### src/rtl/mcu_controller.sv
// UART debug bridge: decodes 8N1 command frames on srx into MCU command strobes
// and returns a status byte plus optional read data on stx.
module mcu_controller #(
   parameter int CLK_RATE      = 100,
   parameter int BAUD          = 115200,
   parameter int BUSY_TIMEOUT  = 1_000_000,
   parameter int FRAME_TIMEOUT = 20 * ((CLK_RATE * 1_000_000) / BAUD) * 10
) (
   input  logic        clk,
   input  logic        rst,
   input  logic        srx,
   output logic        stx,
   input  logic [31:0] pc,
   input  logic        mcu_busy,
   input  logic [31:0] d_rd,
   input  logic        error,
   output logic [31:0] d_in,
   output logic [31:0] addr,
   output logic        pause,
   output logic        resume,
   output logic        reset,
   output logic        reg_rd,
   output logic        reg_wr,
   output logic        mem_rd,
   output logic        mem_wr,
   output logic [3:0]  mem_be,
   output logic        valid
);

   localparam int BIT_CYC  = (CLK_RATE * 1_000_000) / BAUD;
   localparam int HALF_CYC = BIT_CYC / 2;
   localparam int CW       = $clog2(BIT_CYC + 1);
   localparam int FTW      = $clog2(FRAME_TIMEOUT + 1);
   localparam int BTW      = $clog2(BUSY_TIMEOUT + 1);

   localparam logic [CW-1:0]  BIT_LAST  = CW'(BIT_CYC - 1);
   localparam logic [CW-1:0]  HALF_LAST = CW'(HALF_CYC - 1);
   localparam logic [FTW-1:0] FT_LAST   = FTW'(FRAME_TIMEOUT - 1);
   localparam logic [BTW-1:0] BT_LAST   = BTW'(BUSY_TIMEOUT - 1);

   localparam logic [7:0] OP_PAUSE  = 8'h01;
   localparam logic [7:0] OP_RESUME = 8'h02;
   localparam logic [7:0] OP_RESET  = 8'h03;
   localparam logic [7:0] OP_RDPC   = 8'h04;
   localparam logic [7:0] OP_REGRD  = 8'h05;
   localparam logic [7:0] OP_REGWR  = 8'h06;
   localparam logic [7:0] OP_MEMRD  = 8'h07;
   localparam logic [7:0] OP_MEMWR  = 8'h08;

   localparam logic [7:0] ST_OK      = 8'h00;
   localparam logic [7:0] ST_ERR     = 8'h01;
   localparam logic [7:0] ST_TIMEOUT = 8'h02;
   localparam logic [7:0] ST_BADOP   = 8'h03;

   typedef enum logic [1:0] {RX_IDLE, RX_START, RX_DATA, RX_STOP} rx_state_t;
   typedef enum logic       {TX_IDLE, TX_SEND} tx_state_t;
   typedef enum logic [2:0] {C_IDLE, C_RX_ARGS, C_ISSUE, C_WAIT, C_REPLY} ctl_state_t;

   rx_state_t  rx_state,  rx_next;
   tx_state_t  tx_state,  tx_next;
   ctl_state_t ctl_state, ctl_next;

   logic          srx_s1, srx_s2, srx_s3;
   logic [CW-1:0] rx_cnt;
   logic [2:0]    rx_bit;
   logic [7:0]    rx_byte;
   logic          rx_tick, rx_half, rx_valid, rx_ferr;

   logic [CW-1:0] tx_cnt;
   logic [3:0]    tx_bit;
   logic [9:0]    tx_shift;
   logic          tx_tick, tx_last, tx_ready, tx_start;
   logic [7:0]    tx_data;

   logic [7:0]     opcode;
   logic [3:0]     arg_need, arg_cnt;
   logic [31:0]    addr_buf, data_buf, addr_nx, din_nx;
   logic [3:0]     be_nx;
   logic [39:0]    reply_buf;
   logic [2:0]     reply_left;
   logic [FTW-1:0] ftimer;
   logic [BTW-1:0] btimer;
   logic           wait_first;

   always_ff @(posedge clk or posedge rst) begin
      if (rst) begin
         rx_state  <= RX_IDLE;
         tx_state  <= TX_IDLE;
         ctl_state <= C_IDLE;
      end else begin
         rx_state  <= rx_next;
         tx_state  <= tx_next;
         ctl_state <= ctl_next;
      end
   end

   assign rx_tick = (rx_cnt == BIT_LAST);
   assign rx_half = (rx_cnt == HALF_LAST);

   // A start needs a high-to-low transition, so a low line after a framing error cannot retrigger.
   always_comb begin
      rx_next  = rx_state;
      rx_valid = 1'b0;
      rx_ferr  = 1'b0;
      unique case (rx_state)
         RX_IDLE:  if (!srx_s2 && srx_s3) rx_next = RX_START;
         RX_START: if (rx_half) rx_next = srx_s2 ? RX_IDLE : RX_DATA;
         RX_DATA:  if (rx_tick && rx_bit == 3'd7) rx_next = RX_STOP;
         RX_STOP: begin
            if (rx_tick) begin
               rx_next  = RX_IDLE;
               rx_valid = srx_s2;
               rx_ferr  = !srx_s2;
            end
         end
         default:  rx_next = RX_IDLE;
      endcase
   end

   always_ff @(posedge clk or posedge rst) begin
      if (rst) begin
         srx_s1  <= 1'b1;
         srx_s2  <= 1'b1;
         srx_s3  <= 1'b1;
         rx_cnt  <= '0;
         rx_bit  <= '0;
         rx_byte <= '0;
      end else begin
         srx_s1 <= srx;
         srx_s2 <= srx_s1;
         srx_s3 <= srx_s2;
         if (rx_state == RX_IDLE || rx_next != rx_state || rx_tick)
            rx_cnt <= '0;
         else
            rx_cnt <= rx_cnt + 1'b1;
         if (rx_state == RX_START) begin
            rx_bit <= '0;
         end else if (rx_state == RX_DATA && rx_tick) begin
            rx_bit  <= rx_bit + 1'b1;
            rx_byte <= {srx_s2, rx_byte[7:1]};
         end
      end
   end

   assign tx_tick  = (tx_cnt == BIT_LAST);
   assign tx_last  = (tx_state == TX_SEND) && (tx_bit == 4'd9) && tx_tick;
   assign tx_ready = (tx_state == TX_IDLE) || tx_last;
   assign stx      = (tx_state == TX_SEND) ? tx_shift[0] : 1'b1;

   // The last stop-bit cycle also accepts a new byte so replies go out back-to-back.
   always_comb begin
      tx_next = tx_state;
      unique case (tx_state)
         TX_IDLE: if (tx_start) tx_next = TX_SEND;
         TX_SEND: if (tx_last) tx_next = tx_start ? TX_SEND : TX_IDLE;
         default: tx_next = TX_IDLE;
      endcase
   end

   always_ff @(posedge clk or posedge rst) begin
      if (rst) begin
         tx_cnt   <= '0;
         tx_bit   <= '0;
         tx_shift <= '1;
      end else if (tx_ready && tx_start) begin
         tx_cnt   <= '0;
         tx_bit   <= '0;
         tx_shift <= {1'b1, tx_data, 1'b0};
      end else if (tx_state == TX_SEND) begin
         if (tx_tick) begin
            tx_cnt   <= '0;
            tx_bit   <= tx_bit + 1'b1;
            tx_shift <= {1'b1, tx_shift[9:1]};
         end else begin
            tx_cnt <= tx_cnt + 1'b1;
         end
      end
   end

   // Argument bytes fill addr first, then data; the same value feeds the ISSUE outputs.
   always_comb begin
      addr_nx = '0;
      din_nx  = '0;
      be_nx   = '0;
      if (ctl_state == C_RX_ARGS) begin
         addr_nx = addr_buf;
         din_nx  = data_buf;
         if (arg_cnt < 4'd4)
            addr_nx = {addr_buf[23:0], rx_byte};
         else
            din_nx = {data_buf[23:0], rx_byte};
         if (opcode == OP_MEMRD || opcode == OP_MEMWR)
            be_nx = 4'hF;
      end
   end

   always_comb begin
      ctl_next = ctl_state;
      valid    = 1'b0;
      pause    = 1'b0;
      resume   = 1'b0;
      reset    = 1'b0;
      reg_rd   = 1'b0;
      reg_wr   = 1'b0;
      mem_rd   = 1'b0;
      mem_wr   = 1'b0;
      tx_start = 1'b0;
      tx_data  = reply_buf[39:32];
      unique case (ctl_state)
         C_IDLE: begin
            if (rx_valid) begin
               case (rx_byte)
                  OP_PAUSE, OP_RESUME, OP_RESET:        ctl_next = C_ISSUE;
                  OP_REGRD, OP_REGWR, OP_MEMRD, OP_MEMWR: ctl_next = C_RX_ARGS;
                  default:                              ctl_next = C_REPLY;
               endcase
            end
         end
         C_RX_ARGS: begin
            if (rx_ferr || ftimer == FT_LAST)
               ctl_next = C_IDLE;
            else if (rx_valid && arg_cnt == arg_need - 1'b1)
               ctl_next = C_ISSUE;
         end
         C_ISSUE: begin
            ctl_next = C_WAIT;
            valid    = 1'b1;
            pause    = (opcode == OP_PAUSE);
            resume   = (opcode == OP_RESUME);
            reset    = (opcode == OP_RESET);
            reg_rd   = (opcode == OP_REGRD);
            reg_wr   = (opcode == OP_REGWR);
            mem_rd   = (opcode == OP_MEMRD);
            mem_wr   = (opcode == OP_MEMWR);
         end
         C_WAIT: begin
            if (!wait_first && (!mcu_busy || btimer == BT_LAST))
               ctl_next = C_REPLY;
         end
         C_REPLY: begin
            tx_start = 1'b1;
            if (tx_ready && reply_left == 3'd1)
               ctl_next = C_IDLE;
         end
         default: ctl_next = C_IDLE;
      endcase
   end

   always_ff @(posedge clk or posedge rst) begin
      if (rst) begin
         addr       <= '0;
         d_in       <= '0;
         mem_be     <= '0;
         opcode     <= '0;
         arg_need   <= '0;
         arg_cnt    <= '0;
         addr_buf   <= '0;
         data_buf   <= '0;
         reply_buf  <= '0;
         reply_left <= '0;
         ftimer     <= '0;
         btimer     <= '0;
         wait_first <= 1'b0;
      end else begin
         if (ctl_next == C_ISSUE) begin
            addr   <= addr_nx;
            d_in   <= din_nx;
            mem_be <= be_nx;
         end
         unique case (ctl_state)
            C_IDLE: begin
               if (rx_valid) begin
                  opcode     <= rx_byte;
                  addr_buf   <= '0;
                  data_buf   <= '0;
                  arg_cnt    <= '0;
                  ftimer     <= '0;
                  arg_need   <= (rx_byte == OP_REGWR || rx_byte == OP_MEMWR) ? 4'd8 : 4'd4;
                  reply_buf  <= (rx_byte == OP_RDPC) ? {ST_OK, pc} : {ST_BADOP, 32'h0};
                  reply_left <= (rx_byte == OP_RDPC) ? 3'd5 : 3'd1;
               end
            end
            C_RX_ARGS: begin
               if (rx_valid) begin
                  addr_buf <= addr_nx;
                  data_buf <= din_nx;
                  arg_cnt  <= arg_cnt + 1'b1;
                  ftimer   <= '0;
               end else if (rx_state != RX_IDLE) begin
                  ftimer <= '0;
               end else begin
                  ftimer <= ftimer + 1'b1;
               end
            end
            C_ISSUE: begin
               wait_first <= 1'b1;
               btimer     <= '0;
            end
            C_WAIT: begin
               wait_first <= 1'b0;
               if (!wait_first) begin
                  if (!mcu_busy) begin
                     reply_buf  <= {(error ? ST_ERR : ST_OK), d_rd};
                     reply_left <= (!error && (opcode == OP_REGRD || opcode == OP_MEMRD)) ? 3'd5 : 3'd1;
                  end else if (btimer == BT_LAST) begin
                     reply_buf  <= {ST_TIMEOUT, 32'h0};
                     reply_left <= 3'd1;
                  end else begin
                     btimer <= btimer + 1'b1;
                  end
               end
            end
            C_REPLY: begin
               if (tx_ready) begin
                  reply_buf  <= {reply_buf[31:0], 8'h00};
                  reply_left <= reply_left - 1'b1;
               end
            end
            default: ;
         endcase
      end
   end

endmodule

### config.mk
export PLATFORM = sky130hd
export DESIGN_NAME = mcu_controller
export DESIGN_NICKNAME = d
export VERILOG_FILES = /design/src/rtl/mcu_controller.sv
export SDC_FILE = /design/constraint.sdc
export NUM_CORES = 1
export LEC_CHECK = 0
export BUFFER_PORTS_ARGS = -buffer_cell sky130_fd_sc_hd__clkbuf_2
export CORE_AREA = 2 2 154 156
export DETAILED_ROUTE_END_ITERATION = 6
export DIE_AREA = 0 0 156 158
export PLACE_DENSITY_LB_ADDON = 0.05
export SKIP_LAST_GASP = 1
export SYNTH_ARGS = -nofsm -noshare
export SYNTH_HDL_FRONTEND = slang
export SYNTH_SLANG_ARGS = --single-unit
### constraint.sdc
create_clock -name clk -period 11.4 [get_ports clk]
set_clock_uncertainty 0.1 [all_clocks]
set_input_delay 0.57 -clock clk [delete_from_list [all_inputs] [get_ports clk]]
set_output_delay 0.57 -clock clk [all_outputs]
set_load 0.02 [all_outputs]
==> run summary <==
WORST SETUP PATH
----------------------------------------------------------------------------------------
Start of the worst register-to-register path .............................. ctl_state[0]$_DFF_PP0_
Depth of the worst register-to-register path ..............................            7
Endpoint of the worst-slack reg-to-reg timing path ........................ d_in[30]$_DFFE_PP0N_
Path type of the worst setup path ......................................... flip-flop to flip-flop
CP Launch Type ............................................................    flip-flop
Crit path capture type ....................................................    flip-flop
Crit path arrival time ....................................................      3.77 ns
CP max FO .................................................................           67
CP Data Required Time .....................................................     11.73 ns
Setup slack of the most critical reg-to-reg path ..........................      7.96 ns

LOGIC SYNTHESIS
----------------------------------------------------------------------------------------
Cell count after synthesis ................................................        1,310
Number of flops mapped to enable cells by yosys ...........................            0
Flip-flop and latch count after synthesis .................................          278
Fraction of synthesized cell area taken by the top area cell type .........       0.4970
Share of synthesized flip-flops with an asynchronous set or reset .........        1.000
Top area cells in the synthesized netlist ................................. dfrtp_1 (50%), a22o_1 (6.7%), mux2_2 (6.6%)
Sequential cell area fraction in the yosys report .........................       0.5206
Synthesized netlist net count .............................................        1,391
Yosys Warn Count ..........................................................            0
Synth Cell Area ...........................................................   13,390 um2
Average footprint of a synthesized cell ...................................    10.22 um2
Number of unique standard cell types used by synthesis ....................           67
Synth area leader .........................................................      dfrtp_1
Top_reg_cell synth ........................................................      dfrtp_1

OUTCOME
----------------------------------------------------------------------------------------
Result of the run .........................................................    completed

GLOBAL ROUTE
----------------------------------------------------------------------------------------
Wire length of the first global-routing pass ..............................    49,100 um
Remaining Overflow, GRT ...................................................            0
Met2 usage in global routing ..............................................       0.3791
Maximum number of pins on one net before global-route repair ..............          163
M3 GR Usage ...............................................................      0.03121
Via count of the first global-routing pass ................................        9,652
All-Layer GR Usage ........................................................       0.2410
Most crowded layer after global routing ...................................         met2
Routing usage on met1 .....................................................       0.3583
Antenna violations before repair ..........................................            0

FLOORPLAN
----------------------------------------------------------------------------------------
DIE HEIGHT ................................................................       158 um
Starting utilization of the core area .....................................       0.5810
Overall die area ..........................................................   24,650 um2
Placeable core region .....................................................   23,050 um2
I/O pin count .............................................................          146
Placement row count .......................................................           56
Die span in x .............................................................       156 um

CLOCK NETWORK
----------------------------------------------------------------------------------------
H-tree levels .............................................................            1
Longest Clk Path Bufs .....................................................            3
Buffers inserted by post-CTS timing repair ................................            0
Number of clock sinks .....................................................          278
Clock Tree Root ...........................................................    clkbuf_16
Number of buffers added by the clock tree synthesis step ..................           30
CTS tree ..................................................................          yes
Clock latency of the later-clocked register in the worst-skew pair ........      0.55 ns
Clock-pin slew of the registers on the worst-case setup and hold paths ....      0.06 ns

STA
----------------------------------------------------------------------------------------
Part of the cycle the worst path needs ....................................       0.3019
Number of max-slew violations in the final report .........................            0
Max-Slew Margin vs Limit ..................................................       0.2464
Final setup violating endpoints ...........................................            0
Achievable Freq ...........................................................   0.2906 GHz
Total Neg Setup Slack .....................................................         0 ns
Minimum clock period ......................................................     3.441 ns
Setup repair after global routing missed its margin .......................        false
Worst-Margin Slew .........................................................     1.130 ns
Final setup slack of the worst path .......................................     7.959 ns
Hold Violations, Final ....................................................            0

PLACE
----------------------------------------------------------------------------------------
Routability congestion estimate from global placement .....................       0.8375
Count of port buffers added during placement ..............................          145
Setup slack after placement ...............................................     8.007 ns
DPL Wire Length ...........................................................    18,580 um

CELLS AND AREA
----------------------------------------------------------------------------------------
Share of layout cells above drive strength 1 ..............................       0.2267
Diode insertion count for antenna repair ..................................            0
Nets ......................................................................        1,495
Post-synthesis to final-layout area growth ................................       14.20%

PWR
----------------------------------------------------------------------------------------
Power density normalized to cell area ..................................... 137.6 nW/um2
Peak supply drop ..........................................................    0.1267 mV
Static Leakage ............................................................  0.007105 uW

ROUTE
----------------------------------------------------------------------------------------
Routed WL .................................................................    29,440 um
Number of vias after detailed routing .....................................       10,060
Average wire length per cell after detail routing .........................     17.03 um
Number of search-and-repair iterations in the first detailed-routing pass .            5
Post-detailed-route count of antenna-violating nets .......................            0
DRC violations left .......................................................            0
Vias per Instance .........................................................        5.820
Initial detailed-routing violation count ..................................          735

RUN
----------------------------------------------------------------------------------------
Count of max-cap constraint violations ....................................            0

HOLD PATH
----------------------------------------------------------------------------------------
Class of the most critical hold timing path ............................... input pin to async pin

## what timing repair did
item	in CTS	in global routing
resized for setup	0	0
hold buffers	1	0
hold endpoints to repair	1	0
## layout by cell type (no fill, tap or decap), types with 9 or more instances in the layout
cell type	count
nand2b_1	10
o21ai_0	54
mux2_2	79
inv_1	50
clkbuf_2	145
or3_1	13
buf_4	13
a22o_1	103
clkbuf_8	9
a21oi_1	108
clkbuf_1	10
ha_1	12
nand2_1	213
nor2_1	51
and2_1	9
dfstp_2	12
clkbuf_16	31
nand3_1	27
a31oi_1	9
nor3_1	10
xnor2_1	11
mux2i_1	34
xor2_1	11
and3_1	12
dfrtp_1	266
nand4_1	13
## cells by family (layout without fill, tap and decap cells)
logic type      Yosys count  in the layout  share of synthesized area
compound gates          329            329                     0.1662
xor+xnor                 22             22                    0.01439
fa+ha+maj                12             12                    0.01121
buf+inv                 139            267                    0.04475
flops                   278            278                     0.5206
mux                     117            117                    0.09632
simple gates            413            413                     0.1466
## area by class of cell
| class | instances | area (um2) |
|---|---|---|
| clock buffers | 50 | 937.1 |
| clock inverters | 6 | 105.1 |
| fillers | 1879 | 7757 |
| inverters | 51 | 198.9 |
| multi-input cells | 893 | 5866 |
| flip-flops and latches | 278 | 6972 |
| well taps | 290 | 362.8 |
| repair buffers | 160 | 853.3 |
## per-stage QoR
step | area [um2] | total power (uW) | utilization | cells | hold WS, ns
floorplan | 13390 | 1084 | - | 1310 | 0.2452
global placement | 14240 | 1110 | 0.6178 | 1671 | 0.2460
detailed placement | 14240 | 1112 | 0.6178 | 1671 | 0.2495
CTS | 15290 | 2122 | 0.6635 | 1728 | 0.1128
global route | 15290 | 2173 | 0.6635 | 1728 | 0.1379
finish | 15290 | 2104 | 0.6635 | 1728 | 0.06780
## cell usage after synthesis, types with 13 or more instances
master,count
inv_1,51
a22o_1,103
a21oi_1,108
nand3_1,27
or3_1,13
nand4_1,13
clkbuf_1,67
mux2_2,79
nand2_1,213
nor2_1,56
dfrtp_1,266
mux2i_1,34
o21ai_0,54
## flip-flops by register name, summed over array words and instances, names as in the netlist, 2 cells and up
signal      cells
btimer         20
tx_cnt         10
arg_cnt         4
ctl_state       3
addr_buf       32
arg_need        2
rx_bit          3
tx_bit          4
d_in           32
rx_byte         8
reply_buf      40
rx_cnt         10
reply_left      3
ftimer         18
tx_shift        9
data_buf       32
addr           32
rx_state        2
opcode          8
## worst max-delay path, cell delays in order, from the launching register on
cell and delay, ns:
dfrtp_1 0.55, or3b_2 0.47, buf_4 0.35, a41oi_1 0.27, o31ai_1 0.18, o22ai_4 0.19
buf_4 0.70, mux2_2 0.41
## worst max path at each step
stage	to	start	depth (start not counted)	slack, ns
floorplan	addr[0]$_DFFE_PP0N_	rst	1	3.08
global placement	d_in[17]$_DFFE_PP0N_	ctl_state[0]$_DFF_PP0_	7	8.09
detailed placement	d_in[2]$_DFFE_PP0N_	ctl_state[0]$_DFF_PP0_	7	8.01
CTS	addr[14]$_DFFE_PP0N_	ctl_state[0]$_DFF_PP0_	7	7.98
global route	d_in[30]$_DFFE_PP0N_	ctl_state[0]$_DFF_PP0_	7	7.80
finish	d_in[30]$_DFFE_PP0N_	ctl_state[0]$_DFF_PP0_	7	7.96
## where the power goes
part / leakage (uW) / total [uW] / internal (uW) / switching [uW]
Sequential: 0.00374 / 1030 / 1010 / 21.1
Combinational: 0.00285 / 67.7 / 28.9 / 38.8
Clock: 0.000513 / 1010 / 623 / 386
## per-layer routing
metal | wire length (um) | vias to the layer above | part of all wire
li1 | - | 4867 | -
met1 | 14330 | 4956 | 0.49
met2 | 13580 | 191 | 0.46
met3 | 998 | 43 | 0.034
met4 | 533 | 0 | 0.018
met5 | 0 | - | 0
Power figures use the tool's default switching activity.
